===== config.mk =====
export PLATFORM = sky130hd
export DESIGN_NAME = score_overlay
export DESIGN_NICKNAME = d
export VERILOG_FILES = /design/src/rtl/simon_disp_pkg.sv /design/src/rtl/digit_font_rom.sv /design/src/rtl/score_overlay.sv
export SDC_FILE = /design/constraint.sdc
export NUM_CORES = 1
export LEC_CHECK = 0
export ABC_AREA = 1
export CAP_MARGIN = 20
export CORE_UTILIZATION = 53
export CTS_CLUSTER_DIAMETER = 100
export DETAILED_ROUTE_END_ITERATION = 16
export PLACE_DENSITY = 0.84
export SLEW_MARGIN = 20
export SYNTH_ARGS = -nofsm -noshare
export SYNTH_HDL_FRONTEND = slang
export SYNTH_SLANG_ARGS = --single-unit

===== constraint.sdc =====
create_clock -name clk -period 2.3 [get_ports clk]
set_clock_uncertainty 0.15 [all_clocks]
set_input_delay 0.23 -clock clk [delete_from_list [all_inputs] [get_ports clk]]
set_output_delay 0.23 -clock clk [all_outputs]
set_load 0.02 [all_outputs]

===== src/rtl/simon_disp_pkg.sv =====
// simon_disp_pkg: shared glyph geometry, 3x5 digit font table and color constants.
// Contents: GLYPH_W/GLYPH_H (glyph size), CELL_W/CELL_H (glyph cell incl. spacing),
//           FONT (digits 0-9, 15 bits each, row 0 in the MSBs, MSB of a row = left pixel),
//           BLACK/WHITE colors, font_row() lookup returning blank outside digits 0-9 / rows 0-4.
package simon_disp_pkg;
  localparam int GLYPH_W = 3;
  localparam int GLYPH_H = 5;
  localparam int CELL_W = 4;
  localparam int CELL_H = 6;
  localparam logic [2:0] BLACK = 3'd0;
  localparam logic [2:0] WHITE = 3'd7;
  localparam logic [0:9][14:0] FONT = {
    15'b111_101_101_101_111,
    15'b010_110_010_010_111,
    15'b111_001_111_100_111,
    15'b111_001_111_001_111,
    15'b101_101_111_001_001,
    15'b111_100_111_001_111,
    15'b111_100_111_101_111,
    15'b111_001_001_001_001,
    15'b111_101_111_101_111,
    15'b111_101_111_001_111
  };
  function automatic logic [2:0] font_row(input logic [3:0] n, input logic [2:0] r);
    logic [14:0] g;
    g = n > 4'd9 ? '0 : FONT[n];
    return r == 3'd0 ? g[14:12] :
           r == 3'd1 ? g[11:9] :
           r == 3'd2 ? g[8:6] :
           r == 3'd3 ? g[5:3] :
           r == 3'd4 ? g[2:0] : 3'b000;
  endfunction
endpackage


===== src/rtl/digit_font_rom.sv =====
// digit_font_rom: combinational 3x5 digit font lookup.
// Ports: nibble (BCD digit), row (glyph row) -> pattern (3 pixels, MSB left); blank for nibble > 9 or row > 4.
module digit_font_rom
  import simon_disp_pkg::*;
(
  input  logic [3:0] nibble,
  input  logic [2:0] row,
  output logic [2:0] pattern
);
  assign pattern = font_row(nibble, row);
endmodule


===== src/rtl/score_overlay.sv =====
// score_overlay: 2-stage pixel pipeline overlaying BCD numeric fields on a video stream.
// Ports: clk, rst_n (async active-low), xvga/yvga/pix_valid (pixel in), frame_start (frame pulse),
//        fields_bcd/blink_mask (sampled on frame_start), bg (background) -> color/color_valid (2 cycles later).
// Build option: define SCORE_OVERLAY_BLINK_EN to enable per-field blinking; otherwise blink_mask is ignored.
module score_overlay
  import simon_disp_pkg::*;
#(
  parameter int NUM_FIELDS = 2,
  parameter int DIGITS = 2,
  parameter int X_W = 9,
  parameter int Y_W = 8,
  parameter int COLOR_W = 3,
  parameter int ORIGIN_X = 73,
  parameter int ORIGIN_Y = 5,
  parameter int FIELD_PITCH = 16,
  parameter logic [COLOR_W-1:0] FG_COLOR = 3'b111,
  parameter int BLINK_FRAMES = 30
) (
  input  logic                         clk,
  input  logic                         rst_n,
  input  logic [X_W-1:0]               xvga,
  input  logic [Y_W-1:0]               yvga,
  input  logic                         pix_valid,
  input  logic                         frame_start,
  input  logic [NUM_FIELDS*DIGITS*4-1:0] fields_bcd,
  input  logic [NUM_FIELDS-1:0]        blink_mask,
  input  logic [COLOR_W-1:0]           bg,
  output logic [COLOR_W-1:0]           color,
  output logic                         color_valid
);
  // two spare bits keep cell origins near the right edge from wrapping
  localparam int CW = (X_W > Y_W ? X_W : Y_W) + 2;
  logic [NUM_FIELDS*DIGITS*4-1:0] sh_bcd;
  logic [NUM_FIELDS-1:0] field_off;
  always_ff @(posedge clk or negedge rst_n)
    if (!rst_n) sh_bcd <= '0;
    else if (frame_start) sh_bcd <= fields_bcd;
`ifdef SCORE_OVERLAY_BLINK_EN
  localparam int CNT_W = BLINK_FRAMES > 1 ? $clog2(BLINK_FRAMES) : 1;
  logic [CNT_W-1:0] blink_cnt;
  logic blink_phase;
  logic [NUM_FIELDS-1:0] sh_mask;
  logic wrap;
  assign wrap = blink_cnt == CNT_W'(BLINK_FRAMES - 1);
  always_ff @(posedge clk or negedge rst_n)
    if (!rst_n) begin
      blink_cnt <= '0;
      blink_phase <= 1'b0;
      sh_mask <= '0;
    end else if (frame_start) begin
      blink_cnt <= wrap ? '0 : blink_cnt + 1'b1;
      blink_phase <= blink_phase ^ wrap;
      sh_mask <= blink_mask;
    end
  assign field_off = blink_phase ? sh_mask : '0;
`else
  logic unused_mask;
  assign unused_mask = ^blink_mask;
  assign field_off = '0;
`endif
  logic [CW-1:0] xw, yw, dy, cx, dx;
  logic hit, off;
  logic [3:0] nib;
  logic [1:0] col;
  assign xw = CW'(xvga);
  assign yw = CW'(yvga);
  assign dy = yw - CW'(ORIGIN_Y);
  // unsigned dx < CELL_W together with xw >= cx gives the in-cell column test
  always_comb begin
    hit = 1'b0;
    off = 1'b0;
    nib = 4'd0;
    col = 2'd0;
    cx = '0;
    dx = '0;
    for (int f = 0; f < NUM_FIELDS; f++)
      for (int d = 0; d < DIGITS; d++) begin
        cx = CW'(ORIGIN_X + f * FIELD_PITCH + (DIGITS - 1 - d) * CELL_W);
        dx = xw - cx;
        if (xw >= cx && dx < CW'(CELL_W) && yw >= CW'(ORIGIN_Y) && dy < CW'(CELL_H)) begin
          hit = 1'b1;
          off = field_off[f];
          nib = sh_bcd[(f * DIGITS + d) * 4 +: 4];
          col = dx[1:0];
        end
      end
  end
  logic s1_valid, s1_hit, s1_off;
  logic [3:0] s1_nib;
  logic [2:0] s1_row;
  logic [1:0] s1_col;
  logic [COLOR_W-1:0] s1_bg;
  always_ff @(posedge clk or negedge rst_n)
    if (!rst_n) begin
      s1_valid <= 1'b0;
      s1_hit <= 1'b0;
      s1_off <= 1'b0;
      s1_nib <= '0;
      s1_row <= '0;
      s1_col <= '0;
      s1_bg <= '0;
    end else begin
      s1_valid <= pix_valid;
      s1_hit <= hit;
      s1_off <= off;
      s1_nib <= nib;
      s1_row <= dy[2:0];
      s1_col <= col;
      s1_bg <= bg;
    end
  logic [2:0] pattern;
  logic [3:0] pat4;
  logic on;
  digit_font_rom u_rom (
    .nibble (s1_nib),
    .row    (s1_row),
    .pattern(pattern)
  );
  // column 3 maps to the appended zero, giving the blank spacing column
  assign pat4 = {pattern, 1'b0};
  assign on = s1_hit && !s1_off && pat4[2'd3 - s1_col];
  always_ff @(posedge clk or negedge rst_n)
    if (!rst_n) begin
      color <= '0;
      color_valid <= 1'b0;
    end else begin
      color <= !s1_valid ? '0 : on ? FG_COLOR : s1_bg;
      color_valid <= s1_valid;
    end
endmodule

==> out/qor.yml <==
grt_pass1_wl_um: 10600
root_buffer: "clkbuf_8"
synth_nets: 436
wl_um: 6300
first_pass_iters: 5
clock_path_buffers: 2
clock_latency_ns: 0.29
fp.dieW_um: 71.8
avgRoutedWirePerCell_um: 12.1
grt_pass1_vias: 2485
n_antenna_cell: 0
relSlewSlack_pct: 58.9
num_rows: 25
nNetsFinal: 518
gp_congestion: 0.929
finalSetupViolations: 0
ys_seq_area_share_pct: 32.9
final_util_pct: 75.0
worst_ep_required_time_ns: 2.34
finalCriticalPeriod_ns: 2.12
peakVddDrop_mv: 0.436
drt-vias-per-instance: 5.13
critPathMaxFanout: 5
min_path_type: "input port to flop"
finalHoldViolCount: 0
clock-sinks: 34
finalMaxSlewViolations: 0
worst_hold_slack_ns: 0.118
maxCapViolCount: 0
antenna_left: 0
grt_max_degree: 35
worstPathArrival_ns: 2.16
vias: 2673
power_mw: 1.51
status: "completed"
drc: 0
avgSynthCellArea_um2: 6.73
syn_area_um2: 2580
hpwl_um: 5030
stdcell_count: 521
antenna_found_initial: 0
clk_pin_slew_ns: 0.07
yosys_warnings: 0
htreeDepth: 2
powerDensity_nw_per_um2: 428
ys_seq_elements: 34
dieArea_um2: 5160
critPathCaptureType: "flop"
synth_cell_type_count: 34
ios: 46
fin_crit_sh_pct: 92.3
numCtsBuffers: 5
synthCells: 384
dp_cells: 513
die_h_um: 71.8
setup.worst_path.class: "input port to flop"
power.leakage_nw: 1.77
rsz0062_at_grt: "true"
start_kind: "input port"
r2r_setup_slack_ns: 0.24
grt_overflow: 0
fin_setup_tns_ns: 0
max_freq_ghz: 0.471
core_um2: 4690
groute.usage.overall_pct: 26.1
drtIter0Drc: 149
portBuffers: 43
worst_pin_slew_ns: 0.615
start_util_pct: 55.1
area_delta_synth_final_pct: 36.2
final_layout_size_suffix_gt1_share_pct: 24.2
cts_tree: "built"
## cells in the final DEF, fill, tap and decap left out, types with 9 or more instances in the layout
master,instances
nor2_1,30
inv_2,11
dfrtp_1,34
clkdlybuf4s50_1,40
nand2_2,13
mux2_2,9
inv_1,45
buf_4,38
a21oi_1,18
nor2_2,13
o21ai_0,20
nand2_1,106
nand3_1,29
## cell type report
| class | instances | area, um2 |
|---|---|---|
| multi-input combinational | 288 | 1570 |
| fill | 360 | 1170 |
| sequential | 34 | 851 |
| timing repair buffer | 81 | 723 |
| inverter | 56 | 210 |
| clock buffer | 6 | 82.6 |
| tap | 54 | 67.6 |
| clock inverter | 2 | 12.5 |
## power by group
| group | switching, mW | internal [mW] |
|---|---|---|
| logic | 0.200 | 0.187 |
| registers | 0.0192 | 0.636 |
| clock network | 0.223 | 0.240 |
| total | 0.442 | 1.06 |
## worst max-delay path: stages
cell and delay, ns:
clkdlybuf4s50_1 0.42, inv_1 0.11, ha_2 0.25, inv_2 0.05
nand3_1 0.12, nor2_2 0.07, o21ai_0 0.14, nand2_1 0.08
inv_1 0.05, nand3_1 0.10, nor2_4 0.19, inv_2 0.08
o21ai_2 0.11, inv_1 0.05, nand2_1 0.06, nand2_1 0.05
## logic make-up (layout without fill, tap and decap cells)
group / after synthesis / after routing / share of synthesized area, %
AOI/OAI and AO/OA: 57 / 57 / 12.0
adders and majority gates: 10 / 10 / 4.84
xor gates and xnor gates: 1 / 1 / 0.339
DFF: 34 / 34 / 32.9
buffers and inverters: 62 / 145 / 9.73
and+or+nand+nor: 211 / 211 / 36.3
muxes: 9 / 9 / 3.92
## synthesized netlist by cell type (all sizes together)
cell type	number	area share (%)
dfrtp	34	33
nand2	121	19
o21ai	28	5.4
o31ai	1	0.29
inv	56	8.1
clkbuf	2	0.29
nand3b	1	0.29
or2	1	0.24
nand3	32	6.4
xnor2	1	0.34
a22oi	1	0.29
a21boi	1	0.29
a21oi	22	4.6
nor3	5	1.4
o21a	1	0.29
ha	10	4.8
nand4	3	0.73
a21o	1	0.29
o21bai	1	0.29
and2	1	0.24
nor2	47	8.3
o22ai	1	0.24
mux2	9	3.9
buf	4	1.3
## metal layers
metal	GRT usage, %	share of wire (%)
met1	35.0	46
met2	43.2	48
met3	4.78	4.5
met4	7.63	1.4
met5	0	0
## metrics by stage
step | setup slack, ns | cell area, um2
2_1_floorplan | 0.527 | 2580
3_3_place_gp | -0.175 | 3330
3_5_place_dp | -0.215 | 3330
4_1_cts | 0.0880 | 3420
5_1_grt | -0.0145 | 3520
6_report | 0.177 | 3520
## registers in the layout (all words and copies together), names as in the netlist
register	flops
s1_nib	4
s1_row	3
s1_bg	3
color	3
color_valid	1
sh_bcd	16
s1_hit	1
s1_valid	1
s1_col	2
## what timing repair did
action	in CTS	in global routing
setup buffers	0	0
hold buffers	0	0
hold endpoints to repair	0	0
gates resized for setup	0	33
setup endpoints to repair	0	10
## worst paths after layout
path	startpoint	endpoint	cells past startpoint
max in group asynchronous	rst_n	sh_bcd[0]	2
worst max register to register	s1_nib[1]	color[0]	12
min in group asynchronous	rst_n	color[0]	2
worst max-delay path	xvga[1]	s1_nib[2]	16
worst min register to register	s1_valid	color_valid	0
worst min-delay path	yvga[0]	s1_row[0]	3
No activity file was read; power rests on OpenSTA's default activity.
